File: config.mk
export PLATFORM = sky130hd
export DESIGN_NAME = ex_mem_pipe_stage
export DESIGN_NICKNAME = d
export VERILOG_FILES = /design/src/rtl/ex_mem_pipe_stage.sv
export SDC_FILE = /design/constraint.sdc
export NUM_CORES = 1
export LEC_CHECK = 0
export CAP_MARGIN = 20
export CORE_MARGIN = 3
export CORE_UTILIZATION = 30
export CTS_BUF_LIST = sky130_fd_sc_hd__clkbuf_4 sky130_fd_sc_hd__clkbuf_8
export CTS_CLUSTER_DIAMETER = 120
export DETAILED_ROUTE_END_ITERATION = 16
export GPL_TIMING_DRIVEN = 0
export MAX_ROUTING_LAYER = met4
export PLACE_DENSITY = 0.65
export SYNTH_ARGS = -nofsm -noshare
export SYNTH_HDL_FRONTEND = slang
export SYNTH_SLANG_ARGS = --single-unit
File: constraint.sdc
create_clock -name clk -period 2.2 [get_ports clk]
set_clock_uncertainty 0.15 [all_clocks]
set_input_delay 0.44 -clock clk [delete_from_list [all_inputs] [get_ports clk]]
set_output_delay 0.44 -clock clk [all_outputs]
set_load 0.02 [all_outputs]
File: src/rtl/ex_mem_pipe_stage.sv
// EX->MEM pipeline boundary: valid/ready stage with a one-entry skid buffer,
// branch/jump resolution with a one-cycle redirect pulse, flush, and a stall counter.
module ex_mem_pipe_stage #(
   parameter int DATA_W = 32,
   parameter int ADDR_W = 14,
   parameter int RD_W   = 5,
   parameter int CNT_W  = 16
) (
   input  logic              clk,
   input  logic              rst_n,
   input  logic              flush,
   input  logic              in_valid,
   output logic              in_ready,
   input  logic [6:0]        in_ctrl,
   input  logic [1:0]        in_bw,
   input  logic              in_branch,
   input  logic              in_zero,
   input  logic              in_jal,
   input  logic              in_jalr,
   input  logic [ADDR_W-1:0] in_pc,
   input  logic [DATA_W-1:0] in_imm,
   input  logic [DATA_W-1:0] in_alu,
   input  logic [DATA_W-1:0] in_wdata,
   input  logic [RD_W-1:0]   in_rd,
   output logic              out_valid,
   input  logic              out_ready,
   output logic [6:0]        out_ctrl,
   output logic [1:0]        out_bw,
   output logic [DATA_W-1:0] out_alu,
   output logic [DATA_W-1:0] out_wdata,
   output logic [RD_W-1:0]   out_rd,
   output logic              redirect,
   output logic [ADDR_W-1:0] redirect_pc,
   output logic [CNT_W-1:0]  stall_cnt
);

   localparam int PAY_W = 7 + 2 + DATA_W + DATA_W + RD_W;
   // ctrl bits that cause side effects: reg_we, mem_re, mem_we, io_re, io_we
   localparam logic [6:0] WE_MASK = 7'b1110110;

   logic              r_mainValid;
   logic              r_skidValid;
   logic [PAY_W-1:0]  r_mainPayload;
   logic [PAY_W-1:0]  r_skidPayload;
   logic              r_redirect;
   logic [ADDR_W-1:0] r_redirectPc;
   logic [CNT_W-1:0]  r_stallCnt;

   logic [PAY_W-1:0]  w_inPayload;
   logic              w_accept;
   logic              w_drain;
   logic              w_taken;
   logic [ADDR_W-1:0] w_target;
   logic [6:0]        w_mainCtrl;

   assign w_inPayload = {in_ctrl, in_bw, in_alu, in_wdata, in_rd};
   assign in_ready    = !r_skidValid;
   assign out_valid   = r_mainValid;
   assign w_accept    = in_valid && in_ready && !flush;
   assign w_drain     = r_mainValid && out_ready;
   assign w_taken     = in_jalr || in_jal || (in_branch && in_zero);
   assign w_target    = in_jalr ? {in_alu[ADDR_W-1:1], 1'b0}
                                : (in_pc + in_imm[ADDR_W-1:0]);

   assign {w_mainCtrl, out_bw, out_alu, out_wdata, out_rd} = r_mainPayload;
   assign out_ctrl    = r_mainValid ? w_mainCtrl : (w_mainCtrl & ~WE_MASK);
   assign redirect    = r_redirect;
   assign redirect_pc = r_redirectPc;
   assign stall_cnt   = r_stallCnt;

   // The skid entry is only ever filled while main is full and not draining,
   // so main always holds the oldest op and ordering is preserved.
   always_ff @(posedge clk) begin
      if (!rst_n) begin
         r_mainValid   <= 1'b0;
         r_skidValid   <= 1'b0;
         r_mainPayload <= '0;
         r_skidPayload <= '0;
         r_redirect    <= 1'b0;
         r_redirectPc  <= '0;
         r_stallCnt    <= '0;
      end else if (flush) begin
         r_mainValid <= 1'b0;
         r_skidValid <= 1'b0;
         r_redirect  <= 1'b0;
      end else begin
         if (r_mainValid && !out_ready && (r_stallCnt != {CNT_W{1'b1}}))
            r_stallCnt <= r_stallCnt + CNT_W'(1);

         r_redirect <= w_accept && w_taken;
         if (w_accept && w_taken)
            r_redirectPc <= w_target;

         if (!r_mainValid || w_drain) begin
            if (r_skidValid) begin
               r_mainPayload <= r_skidPayload;
               r_mainValid   <= 1'b1;
               r_skidValid   <= 1'b0;
            end else if (w_accept) begin
               r_mainPayload <= w_inPayload;
               r_mainValid   <= 1'b1;
            end else begin
               r_mainValid   <= 1'b0;
            end
         end else if (w_accept) begin
            r_skidPayload <= w_inPayload;
            r_skidValid   <= 1'b1;
         end
      end
   end

endmodule

# ---- Word-level counts from Yosys, hierarchy flattened
# Index checks and enable logic that the tools add are counted.
dict set report op_classes {
  n_addsub 2
  bitwise_logic 3
  reduce_logical 21
  eq_ne 1
  n_mux 6
}
# operator n
set ops {}
lappend ops {{78-bit two-way mux} 2}
lappend ops {{16-bit by 1-bit adder with 16-bit output, second input constant} 1}
lappend ops {{16-bit != test, second input constant} 1}
lappend ops {{14-bit adder} 1}
lappend ops {{14-bit two-way mux} 1}
lappend ops {{1-bit logical AND} 7}
lappend ops {{7-bit two-way mux} 1}
lappend ops {{3-bit AND reduction} 2}
lappend ops {{1-bit logical NOT} 4}
lappend ops {{2-bit AND reduction} 2}
lappend ops {{1-bit logical OR} 3}
lappend ops {{1-bit NOT} 3}
lappend ops {{3-bit OR reduction} 1}
lappend ops {{1-bit two-way mux} 2}
lappend ops {{2-bit nonzero test} 1}
lappend ops {{2-bit OR reduction} 1}
dict set report totals {
  word_cells 40
  ff_bits 189
}

# ---- Depth between registers and ports, before layout
dict set report depth {
  ltp_word 5
  depth_mapped 8
}

# ---- Least setup slack after synthesis
# Ideal clock, no wire load.
dict set report synth_path {
  path_kind {input -> register}
  start {in in_pc[1]}
  end {reg r_redirectPc[11], in the netlist redirect_pc[11]}
  slack_ns -0.025
  required_ns 1.988
  stages 7
  arrival_ns 2.013
  setup_ns 0.062
  cell_sequence {ha_1 -> a21o_1 -> and4_1 -> o21ai_0 -> o221ai_1 -> or4_1 -> nand3_1}
}
dict set report synth_between {
  elab_chain_len 2
}
# item line
set synth_rtl {}
lappend synth_rtl {{start, declared} 20} ;# input logic [ADDR_W-1:0] in_pc,
lappend synth_rtl {{14-bit adder} 63} ;# : (in_pc + in_imm[ADDR_W-1:0]);
lappend synth_rtl {{14-bit two-way mux} 62} ;# assign w_target = in_jalr ? {in_alu[ADDR_W-1:1], 1'b0}
lappend synth_rtl {{end signal, assigned} 92} ;# r_redirectPc <= w_target;
lappend synth_rtl {{end, declared} 46} ;# logic [ADDR_W-1:0] r_redirectPc;
# No other way between the ends.
# A chain may end at the register's enable or synchronous reset.

# ---- Worst setup path in the final report
dict set report layout_path {
  start {in in_pc[0]}
  end {reg r_redirectPc[10], in the netlist redirect_pc[10]}
}
# The elaborated chain is that of the path after synthesis.

==> impl_results.md <==
* Status: complete, no violations
* Mean number of vias per cell at 4.68
* Layout cell share with drive strength beyond 1 at 0.133
* First-pass iteration count of the detailed router at 5
* Grt ovf at 0
* Vias post-DR at between 7,000 and 8,000
* Initial antenna violation count at 1
* Synth-to-Final Area Change at 36.5%
* VDD IR max at 0.281 mV
* Largest net degree at the start of global routing at 19
* CP Max Fanout at 3
* Pre-CTS setup slack at -1.17 ns
* Worst Min Path Start: r_skidPayload[55]
* Cells after synthesis at around 1,000
* Placed cell count at 1,626
* Ys async rst share at 0
* R2R cell count at 7
* Hold Path Depth at 2
* RSZ-0062 raised after global routing: true
* Final Setup Violations at 0
* Post-route DRC at 0
* Initial drt markers at around 320
* Commonest cells in the netlist: 255 x nand2_1, 189 x dfxtp_1, 83 x a21boi_0
* Netlist Area Pre-Place at 9070 sq um
* CTS HTree Levels at 4
* R2r startpoint: r_skidValid
* IO Count at 244
* Flops & latches, synth at 189
* Initial Utilization at 0.305
* Area leader, netlist: dfxtp_1
* Synth Warn # at 0
* Total Routing Usage GR at 0.162
* Clk sinks at about 190
* Synth cell types at 52
* Slew margin rel. at 0.465
* Clk_lat worst skew at around 0.45 ns
* First-pass GRT wire length at between 40 and 50 mm
* Clock Path Buffers at 2
* FMAX at 0.461 GHz
* Hold endpoint: r_skidPayload[55]
* Fin crit period at about 2.2 ns
* Die ar. at about 32,000 sq um
* Post-Layout Cell Count at 1,664
* Die height at around 180 microns
* Std cell rows at between 60 and 70
* Final ANT Viol Nets at 0
* Critical path class: input port to flop
* Worst-Margin Slew at 0.802 ns
* Hold/Removal Path Class: flop to flop
* Worst setup margin at 0.0330 ns
* Fraction of the yosys area taken by sequential cells at 0.417
* Port-buffer cells at roughly 230
* Drt total wl at 26.1 mm
* Final #Nets at ~1,400
* Most frequent cell after synthesis: nand2_1
* Wire per inst at between 15 and 20 microns
* Max cap viols at 0
* Yosys top cell area share at 0.417
* P_leak at 5.40 nW
* CTS tree: built
* Hpwl dp at a little under 20 mm
* Synth top area cells: dfxtp_1 42%, nand2_1 11%, mux2i_1 9.0%, o211a_1 8.9%, a21boi_0 6.9%
* Syn Nets at 1,159
* Final Wtd Congestion at between 0.8 and 0.9
* Worst EP arrival at ~2.4 ns
* Critical Path RT at ~2.4 ns
* Worst flop-to-flop path endpoint: redirect_pc[11]
* PnR Total Power at slightly above 0.007 W
* Synthesized area per cell at ~9 sq um
* Pins Over Slew Limit at 0
* Final Hold Fails at 0
* Core box area at between 20,000 and 30,000 sq um
* Ys flop type: dfxtp_1
* Final period util at 0.985
* CTS Buf Count at 17
* Number of synthesized flops with an enable pin at 0
* Clk root buf: clkbuf_8
* Clock-pin transition on the worst setup and hold timing paths at 0.10 ns
* DIE WIDTH at 180 microns
* Startpoint types: input port
* Pwr/cell area at a little under 600 nW/um^2
* CP Capture Type: flop
* R2R Setup Slk at approximately 0.13 ns
* Vias in the first global route at roughly 7,600
[critical path: stages]
cell and delay (ns):
clkdlybuf4s50_1 0.40, ha_1 0.22, fa_2 0.38, a21oi_4 0.16
o22ai_2 0.13, o41ai_2 0.25, xnor2_1 0.17, mux2i_1 0.09
a21oi_1 0.15
[kinds of logic (layout without fill, tap and decap cells)]
group | count (synthesis) | count (layout) | share of synthesized area
xor gates and xnor gates | 23 | 23 | 0.0222
buffers and inverters | 151 | 411 | 0.0935
muxes | 82 | 82 | 0.0905
other | 0 | 3 | 0
DFF | 189 | 189 | 0.417
AOI/OAI and AO/OA | 212 | 212 | 0.193
and+or+nand+nor | 339 | 339 | 0.162
adders and majority gates | 15 | 15 | 0.0215
[power breakdown]
part	switching, W	internal [W]	total, W
logic	0.000643	0.000736	0.00138
clock network	0.00138	0.000841	0.00222
registers	0.0000707	0.00355	0.00362
[flip-flops by register name, indices dropped and copies added (netlist names)]
register / count
out_valid: 1
stall_cnt: 16
redirect: 1
r_skidValid: 1
r_skidPayload: 78
r_mainPayload: 78
redirect_pc: 14
[how the worst max path moves through the flow]
stage | slack [ns] | cells past startpoint | end | from
floorplan | 0.002 | 7 | redirect_pc[11] | in_pc[1]
global placement | -1.14 | 5 | redirect_pc[3] | rst_n
detailed placement | -1.17 | 5 | redirect_pc[3] | rst_n
CTS | -0.005 | 4 | in_ready | r_skidValid
global route | -0.04 | 9 | redirect_pc[10] | in_pc[0]
finish | 0.03 | 9 | redirect_pc[10] | in_pc[0]
[routing by layer]
layer  part of all wire  track usage  vias to the layer above
met5                  0            -                        -
met4              0.015       0.0405                        0
met3              0.047       0.0346                       25
met2               0.48        0.266                      180
met1               0.46        0.203                     3689
li1                   -            -                     3898
[stage by stage]
| stage | utilization | setup TNS (ns) | hold WS, ns | area (sq um) |
|---|---|---|---|---|
| floorplan | - | 0 | 0.293 | 9090 |
| global placement | 0.398 | -138.48 | 0.299 | 11800 |
| detailed placement | 0.398 | -142.76 | 0.307 | 11800 |
| CTS | 0.413 | -0.00493 | 0.321 | 12300 |
| global route | 0.416 | -0.0696 | 0.337 | 12400 |
| finish | 0.417 | 0 | 0.319 | 12400 |
[cell usage in the layout (no fill, tap or decap), drive strengths merged, types with 9 or more instances in the layout]
cell type,instances
and2,18
nand3,12
nor2,11
dlymetal6s2s,9
a21boi,83
a21oi,14
nand2,256
xnor2,16
o211a,81
ha,14
dfxtp,189
buf,92
clkdlybuf4s50,207
nor3,9
o21ai,12
inv,17
dlygate4sd2,9
mux2i,82
clkbuf,70
[final cells by class]
class | count | area [sq um]
Antenna cell | 3 | 7.51
Buffer | 141 | 870
Clock buffer | 18 | 241
Clock inverter | 14 | 124
Fill cell | 2981 | 17300
Inverter | 10 | 37.5
Multi-Input combinational cell | 671 | 4530
Sequential cell | 189 | 3790
Tap cell | 390 | 488
Timing Repair Buffer | 228 | 2290
[what timing repair did]
item | 4_1_cts | 5_1_grt
hold buffers | 0 | 0
pin swaps | 8 | 3
gates resized for setup | 39 | 55
endpoints found under the setup margin | 189 | 113
setup buffers | 3 | 0
Power figures use the tool's default switching activity.
